<file path="config.mk">
export PLATFORM = sky130hd
export DESIGN_NAME = apb_slave_regfile
export DESIGN_NICKNAME = d
export VERILOG_FILES = /design/src/rtl/apb_pkg.sv /design/src/rtl/apb_wait_counter.sv /design/src/rtl/apb_slave_regfile.sv
export SDC_FILE = /design/constraint.sdc
export NUM_CORES = 1
export LEC_CHECK = 0
export BUFFER_PORTS_ARGS = -buffer_cell sky130_fd_sc_hd__buf_2
export CORE_UTILIZATION = 30
export DETAILED_ROUTE_END_ITERATION = 8
export PLACE_DENSITY = 0.55
export SLEW_MARGIN = 20
export SYNTH_ARGS = -nofsm -noshare
export SYNTH_HDL_FRONTEND = slang
export SYNTH_HIERARCHICAL = 1
export SYNTH_SLANG_ARGS = --single-unit
</file>
<file path="constraint.sdc">
create_clock -name PCLK -period 4.7 [get_ports PCLK]
set_input_delay 0.705 -clock PCLK [delete_from_list [all_inputs] [get_ports PCLK]]
set_output_delay 0.705 -clock PCLK [all_outputs]
set_load 0.01 [all_outputs]
</file>
<file path="src/rtl/apb_pkg.sv">
// Shared definitions for the APB register-file slave: FSM states, register map
// constants and address-decode helpers.
package apb_pkg;

    typedef enum logic [1:0] {
        ST_IDLE = 2'd0,
        ST_WAIT = 2'd1,
        ST_RESP = 2'd2
    } apb_state_e;

    localparam logic [7:0] STATUS_ADDR = 8'h0E;
    localparam logic [7:0] ID_ADDR     = 8'h0F;
    localparam int         NUM_RW      = 14;
    localparam logic [7:0] ID_DEFAULT  = 8'hA5;
    localparam int         CNT_W       = 4;

    function automatic logic is_rw_addr(input logic [7:0] addr);
        return addr < 8'(NUM_RW);
    endfunction

    // Unmapped space errors on any access; the two read-only registers error on writes.
    function automatic logic is_err(input logic [7:0] addr, input logic write);
        return (addr > ID_ADDR) || (write && (addr == STATUS_ADDR || addr == ID_ADDR));
    endfunction

endpackage

</file>
<file path="src/rtl/apb_wait_counter.sv">
// Wait-state down-counter: loads a count, decrements on request, and flags the
// last wait cycle (count == 1) so the FSM can enter RESP on that edge.
module apb_wait_counter
    import apb_pkg::*;
(
    input  logic             clk,
    input  logic             rst_n,
    input  logic             load,
    input  logic [CNT_W-1:0] load_val,
    input  logic             dec,
    output logic             tc
);

    logic [CNT_W-1:0] cnt_q;
    logic [CNT_W-1:0] cnt_d;

    // NOTE: every signal written in always_comb gets a default first, so no path leaves it unassigned and no latch is inferred.
    always_comb begin
        cnt_d = cnt_q;
        if (load) begin
            cnt_d = load_val;
        end else if (dec && cnt_q != '0) begin
            cnt_d = cnt_q - 1'b1;
        end
    end

    // NOTE: state registers use non-blocking assignments so every flop samples pre-edge values regardless of block order.
    always_ff @(posedge clk) begin
        if (!rst_n) begin
            cnt_q <= '0;
        end else begin
            cnt_q <= cnt_d;
        end
    end

    assign tc = (cnt_q == CNT_W'(1));

endmodule

</file>
<file path="src/rtl/apb_slave_regfile.sv">
// APB slave with 14 RW byte registers, a completed-transfer counter (STATUS) and
// a constant ID register; programmable wait states, fully registered response.
module apb_slave_regfile
    import apb_pkg::*;
#(
    parameter int unsigned WAIT_CYCLES = 1,
    parameter logic [7:0]  ID_VALUE    = ID_DEFAULT
) (
    input  logic       PCLK,
    input  logic       PRESETn,
    input  logic       PSELx,
    input  logic       PENABLE,
    input  logic       PWRITE,
    input  logic [7:0] PADDR,
    input  logic [7:0] PWDATA,
    output logic [7:0] PRDATA,
    output logic       PREADY,
    output logic       PSLVERR
);

    localparam logic [CNT_W-1:0] WAIT_LOAD = CNT_W'(WAIT_CYCLES);

    apb_state_e state_q, state_d;
    logic       pready_q, pready_d;
    logic       pslverr_q, pslverr_d;
    logic [7:0] prdata_q, prdata_d;
    logic [7:0] status_q, status_d;
    logic [7:0] regs_q [NUM_RW];
    logic [7:0] regs_d [NUM_RW];

    logic       setup, access, start;
    logic       cnt_load, cnt_dec, cnt_tc;
    logic       enter_resp, access_err, commit;
    logic [7:0] rd_data;

    assign setup      = PSELx & ~PENABLE;
    assign access     = PSELx & PENABLE;
    assign access_err = is_err(PADDR, PWRITE);

    apb_wait_counter u_wait_counter (
        .clk      (PCLK),
        .rst_n    (PRESETn),
        .load     (cnt_load),
        .load_val (WAIT_LOAD),
        .dec      (cnt_dec),
        .tc       (cnt_tc)
    );

    always_comb begin
        rd_data = 8'h00;
        if (PADDR == ID_ADDR) begin
            rd_data = ID_VALUE;
        end else if (PADDR == STATUS_ADDR) begin
            rd_data = status_q;
        end else if (is_rw_addr(PADDR)) begin
            rd_data = regs_q[PADDR[3:0]];
        end
    end

    // Next-state logic; a setup phase in RESP starts a new transfer just as in IDLE.
    always_comb begin
        state_d  = state_q;
        cnt_load = 1'b0;
        cnt_dec  = 1'b0;
        start    = 1'b0;
        unique case (state_q)
            ST_IDLE: start = setup;
            ST_WAIT: begin
                if (!PSELx) begin
                    state_d = ST_IDLE;
                end else if (access) begin
                    cnt_dec = 1'b1;
                    if (cnt_tc) begin
                        state_d = ST_RESP;
                    end
                end
            end
            ST_RESP: begin
                state_d = ST_IDLE;
                start   = setup;
            end
            default: state_d = ST_IDLE;
        endcase
        if (start) begin
            if (WAIT_CYCLES == 0) begin
                state_d = ST_RESP;
            end else begin
                state_d  = ST_WAIT;
                cnt_load = 1'b1;
            end
        end
    end

    // Outputs are loaded on RESP entry and cleared otherwise; state commits at RESP exit.
    always_comb begin
        enter_resp = (state_d == ST_RESP);
        pready_d   = enter_resp;
        pslverr_d  = enter_resp & access_err;
        prdata_d   = (enter_resp && !PWRITE && !access_err) ? rd_data : 8'h00;
        commit     = (state_q == ST_RESP) && access && !pslverr_q;
        status_d   = status_q;
        regs_d     = regs_q;
        if (commit) begin
            status_d = status_q + 8'd1;
            if (PWRITE) begin
                regs_d[PADDR[3:0]] = PWDATA;
            end
        end
    end

    always_ff @(posedge PCLK) begin
        if (!PRESETn) begin
            state_q   <= ST_IDLE;
            pready_q  <= 1'b0;
            pslverr_q <= 1'b0;
            prdata_q  <= 8'h00;
            status_q  <= 8'h00;
            // NOTE: the register array is small and must read back 0 after reset, so it is reset like ordinary flops.
            regs_q    <= '{default: 8'h00};
        end else begin
            state_q   <= state_d;
            pready_q  <= pready_d;
            pslverr_q <= pslverr_d;
            prdata_q  <= prdata_d;
            status_q  <= status_d;
            regs_q    <= regs_d;
        end
    end

    assign PREADY  = pready_q;
    assign PSLVERR = pslverr_q;
    assign PRDATA  = prdata_q;

endmodule

</file>
==> Word-level counts from Yosys, hierarchy flattened <==
Index checks and enable logic that the tools add are counted.
W data, S select, Z words.
{ "classes": {"addsub": 2, "order_cmp": 4, "eq_ne": 6, "muxes": 21, "bitwise_logic": 7, "reduce_logical": 20} }
{ "ops": {"columns": ["operator", "count"], "rows": [
  ["$bwmux W112", 1],
  ["$mux W8", 6],
  ["$bmux W8 S4", 1],
  ["$demux W8 S4", 1],
  ["$eq A8 B4 Y1 const B", 2],
  ["$add A8 B1 Y8 const B", 1],
  ["$gt A8 B4 Y1 const B", 1],
  ["$lt A8 B4 Y1 const B", 1],
  ["$mux W2", 4],
  ["$logic_and A1 B1 Y1", 7],
  ["$mux W1", 7],
  ["$ge A5 B5 Y1 const B", 1],
  ["$lt A5 B1 Y1 const B", 1],
  ["$not A4 Y5", 1],
  ["$eq A2 B2 Y1 const B", 2],
  ["$eq A4 B1 Y1 const B", 1],
  ["$pmux W2 S2", 1],
  ["$reduce_and A2 Y1", 2],
  ["$reduce_bool A4 Y1", 1],
  ["$reduce_or A2 Y1", 2],
  ["$sub A4 B1 Y4 const B", 1],
  ["$and A1 B1 Y1", 3],
  ["$logic_not A1 Y1", 3],
  ["$not A1 Y1", 3],
  ["5 further kinds", 6]
]} }
{ "word_totals": {"register_bits": 136, "input_bits": 21, "output_inout_bits": 10, "word_cells": 82} }

==> Logic depth before layout (Yosys ltp) <==
{ "logic_depth": {"depth_word": 11, "ltp_mapped": 7, "mapped_depth_nobuf": 7} }

==> By module <==
The synthesis kept the hierarchy.
{ "by_module_without_submodules": {"columns": ["mod", "instances", "cells_each", "area_per_inst_um2", "seq_area_each_um2"], "rows": [
  ["apb_slave_regfile", 1, 612, 6129.6, 2642.5],
  ["apb_wait_counter", 1, 35, 271.5, 80.1]
]} }

==> Worst setup path after synthesis <==
OpenSTA, ideal clock, no wires.
{ "synth_timing": {"path_type": "input -> register", "from": "input PADDR[1]", "to": "register prdata_q[0], in the netlist PRDATA[0]", "setup_time_ns": 0.124, "t_arrival_ns": 1.855, "required_ns": 4.576, "path_slack_ns": 2.721, "path_stages": 7, "n_path_buf": 3, "cell_sequence": "buf_2 > buf_2 > buf_2 > mux2i_1 > o22ai_1 > nor4_1 > a21oi_1"} }
{ "synth_between": {"elab_chain_len": 7, "elab_cells_between_ends": 17, "cone_classes": "order compare (2); eq/ne (2); mux (6); bitwise (1); reduce/logical (6)"} }
{ "synth_rtl": {"columns": ["item", "line_no", "source"], "rows": [
  ["start, declared", "apb_slave_regfile.sv:14", "input logic [7:0] PADDR,"],
  ["$not A4 Y5 (implied by the code), or another cell as far along", "apb_slave_regfile.sv:56", "rd_data = regs_q[PADDR[3:0]];"],
  ["$bmux W8 S4 or $logic_or A1 B1 Y1 (tied branches)", "apb_slave_regfile.sv:56, apb_pkg.sv:23", null],
  ["$mux W8 (implied by the code) or $logic_and A1 B1 Y1 (tied branches)", "apb_slave_regfile.sv:56, apb_pkg.sv:23", null],
  ["$mux W8 (implied by the code) or $logic_or A1 B1 Y1 (tied branches)", "apb_slave_regfile.sv:56, apb_pkg.sv:23", null],
  ["$mux W8 or $logic_not A1 Y1 (tied branches)", "apb_slave_regfile.sv:55, apb_slave_regfile.sv:99", null],
  ["$mux W8 or $logic_and A1 B1 Y1 (tied branches)", "apb_slave_regfile.sv:53, apb_slave_regfile.sv:99", null],
  ["$mux W8 or $reduce_and A2 Y1 (tied branches)", null, null],
  ["end signal, assigned", "apb_slave_regfile.sv:124", "prdata_q <= prdata_d;"],
  ["end, declared", "apb_slave_regfile.sv:26", "logic [7:0] prdata_q, prdata_d;"]
]} }
Several ways; a longest one is shown, not always the timed one. The select of a mux whose other input is x is not followed.
A chain may end at the register's enable or synchronous reset.

==> Final worst setup path <==
{ "layout_timing": {"from": "input PADDR[0]", "to": "register regs_q[3] in the netlist's numbering"} }
{ "layout_between": {"elab_chain_len": 6, "elab_cells_between_ends": 7, "cone_classes": "order compare (2); mux (3); bitwise (1); reduce/logical (1)"} }
{ "layout_rtl": {"columns": ["item", "line_no", "source"], "rows": [
  ["$not A4 Y5 (implied by the code) (*)", "apb_slave_regfile.sv:106", "regs_d[PADDR[3:0]] = PWDATA;"],
  ["$ge A5 B5 Y1 (implied by the code) or $lt A5 B1 Y1 (tied branches)", "apb_slave_regfile.sv:106", null],
  ["$logic_and A1 B1 Y1 (implied by the code)", "apb_slave_regfile.sv:106", null],
  ["$mux W8 (implied by the code)", "apb_slave_regfile.sv:106", null],
  ["$demux W8 S4 (*)", "apb_slave_regfile.sv:106", null],
  ["$bwmux W112 (*)", "apb_slave_regfile.sv:106", null],
  ["end signal, assigned", "apb_slave_regfile.sv:126", "regs_q <= regs_d;"],
  ["end, declared", "apb_slave_regfile.sv:28", "logic [7:0] regs_q [NUM_RW];"]
]} }
Mark *: on every way between the ends. The rest lies on a longest branch, timed or not.

==> impl_metrics.yaml <==
status:
  outcome: "completed"
sta:
  finalWorstSetupSlack_ns: 2.25
  finalCritPeriodShare_pct: 52.0
  drv_slew: 0
  rsz0062_at_grt: "no"
  hold_violations: 0
  fin_tns_setup_ns: 0
  setup_viol: 0
  clock.fmax_mhz: 409
  holdWs_ns: 0.456
  tightest_slew_ns: 0.966
  fin_skew_ns: 0.00658
  maxSlewHeadroom_pct: 35.4
  period_minus_slack_ns: 2.45
power_and_ir_drop:
  p_int_mw: 2.17
  power_density_mw_per_mm2: 377
  switching_share_pct: 21.6
  p_leak_nw: 3.23
  p_switching_uw: 601
  combPwrFrac_pct: 4.6
  clkPwrFrac_pct: 53.7
  p_seq_share_pct: 41.7
  power_mw: 2.78
  vdd_ir_drop_max_uv: 179
floorplan:
  rows: 53
  die_y_um: 148
  die_area_sq_mm: 0.0219
  die_x_um: 148
  boundaryPins: 31
  initial_core_util_pct: 30.5
  core_area_sq_mm: 0.0210
cells_and_area:
  antenna_cells: 0
  final_util_pct: 35.1
  drive_gt1_share_pct: 15.4
  area_delta_synth_final_pct: 14.9
  fin_area_sq_mm: 0.00736
  n_fill_cell: 2127
  final_cells: 945
  fin_nets: 681
critical_path:
  worstPathMaxFanout: 32
  worstSetupEndpointType: "flip-flop"
  criticalPathCategory: "in2reg"
  reg2reg_from: "state_q[0]$_SDFF_PN0_"
  critPathRequiredTime_ns: 4.97
  reg2regPathDepth: 5
  reg2reg_setup_slack_ns: 2.34
  start_kind: "primary input"
  cp.arrival_ns: 2.71
  slowest_stage: "nor2b_1"
  cp_cell_sequence: "buf_2 > nor2b_1 > nand4_4 > mux2i_1"
  worstReg2RegEnd: "regs_q[87]$_SDFFE_PN0P_"
  critPathMaxStageDelay_ns: 0.85
place:
  gp_congestion: 0.775
  place_ws_ns: 1.85
  numPortBuffers: 30
  dp.cells: 913
  hpwl_um: 10600
  dpl_cell_area_sq_mm: 0.00669
synth:
  yosys.area.top_type: "dfxtp_1"
  synth_warnings: 6
  synthFlopType: "dfxtp_1"
  synthCells: 647
  synth_common_cells: "mux2i_1, dfxtp_1, nand2_1"
  synth_area_sq_mm: 0.00640
  synth.top_cells.by_area: "dfxtp_1, mux2i_1, nand2_1"
  synth_top_area_share_pct: 42.5
  yosysMostFrequentCell: "mux2i_1"
  ys_ff_latch: 136
  synth-edff-count: 0
  async_reset_ff_share_pct: 0
  synth.avg_cell_area_sq_um: 9.89
  yosysUniqueCellTypes: 55
  synth-seq-area-share_pct: 42.5
grt:
  grt_usage_pct: 15.3
  antenna_found_initial: 0
  grt_max_degree: 89
  grt_pass1_wl_um: 25200
  grt-ovfl-total: 0
  grt_pass1_vias: 4349
clock_network:
  cts_resized: 0
  clk_latency_ns: 0.42
  cts_hold_buf: 0
  htree_levels: 4
  cts_tree: "done"
  path_clk_slew_ns: 0.05
  post_cts_buffers: 0
  root_buffer: "clkbuf_16"
  cts_buffer_depth: 2
  cts_buffers: 17
  cts_sinks: 136
routing:
  wirelength_um: 16100
  drtAntennaViolNets: 0
  via_per_inst: 4.84
  drc: 0
  detail_route.wl_per_cell_um: 17.0
  firstDrtPassIters: 4
  detail_route.iter0.violations: 386
  num_vias: 4576
hold_path:
  min_from: "regs_q[82]$_SDFFE_PN0P_"
  hold-path-cell-count: 2
  holdPathEnd: "regs_q[82]$_SDFFE_PN0P_"
  hold_path_class: "reg2reg"
run:
  max_cap_viol_count: 0
## flip-flops by register name, summed over array words and instances (netlist names)
signal                cells
status_q                  8
u_wait_counter/cnt_q      4
regs_q                  112
PRDATA                    8
PREADY                    1
PSLVERR                   1
state_q                   2
## cell families (layout without fill, tap and decap cells)
group	after synthesis	in the layout	synth area share, %
simple gates	240	240	20.2
mux	163	163	27.0
flops	136	136	42.5
buf+inv	55	76	4.36
compound gates	43	43	4.55
xor+xnor	5	5	0.684
fa+ha+maj	3	3	0.586
other cells	2	4	0.117
## cell type report
| cell class | count | area (sq um) | area share (%) |
|---|---|---|---|
| well taps | 275 | 344 | 4.68 |
| clock buffers | 21 | 470 | 6.39 |
| clock inverters | 11 | 193 | 2.62 |
| inverters | 10 | 37.5 | 0.510 |
| multi-input cells | 458 | 3410 | 46.3 |
| flip-flops and latches | 136 | 2720 | 37.0 |
| repair buffers | 34 | 183 | 2.48 |
## worst max-delay path, delay by kind of cell
kind,cells,cell delay (ns)
buffers and inverters,1,0.56
muxes,1,0.20
and+or+nand+nor,2,1.22
## power groups by stage
stage | Clock, mW | Sequential [mW] | Combinational [mW]
2_1_floorplan | 0 | 1.18 | 0.0951
3_5_place_dp | 0 | 1.18 | 0.127
4_1_cts | 1.52 | 1.16 | 0.128
6_report | 1.49 | 1.16 | 0.127
5_1_grt | 1.58 | 1.16 | 0.138
3_3_place_gp | 0 | 1.18 | 0.128
## cell usage in the layout, fill, tap and decap left out, types with 4 or more instances in the layout
master,Yosys,final
mux2i_1,151,151
dfxtp_1,136,136
nand2_1,136,136
buf_2,9,29
nor2_1,22,22
clkbuf_16,0,17
nor3_1,11,11
o22ai_1,11,11
inv_1,10,10
nand3_4,9,9
o21ai_0,9,9
mux4_2,7,7
and2_1,6,6
nand3_1,6,6
a21oi_1,6,6
nor4_1,6,6
mux2_2,5,5
bufinv_16,0,5
buf_4,8,5
nor3b_1,4,4
and3_1,4,4
a221oi_1,4,4
xor2_1,4,4
nand4_1,4,4
conb_1,2,4
## routing by layer
metal / global-route usage (%) / wire [um]
met1: 21.7 / 8240
met2: 22.5 / 6930
met3: 3.16 / 592
met4: 5.93 / 331
met5: 0 / 0
## worst max path at each step
stage                         from                 endpoint  slack (ns)  cells after the start
after global routing      PADDR[0]   regs_q[3]$_SDFFE_PN0P_        2.12                      4
after global placement    PADDR[0]  regs_q[67]$_SDFFE_PN0P_        1.87                      4
after floorplan           PADDR[1]     PRDATA[0]$_SDFF_PN0_        2.72                      7
after CTS                 PADDR[0]   regs_q[3]$_SDFFE_PN0P_        2.28                      4
final                     PADDR[0]   regs_q[3]$_SDFFE_PN0P_        2.25                      4
after detailed placement  PADDR[0]   regs_q[3]$_SDFFE_PN0P_        1.85                      4
No activity file was read; power rests on OpenSTA's default activity.
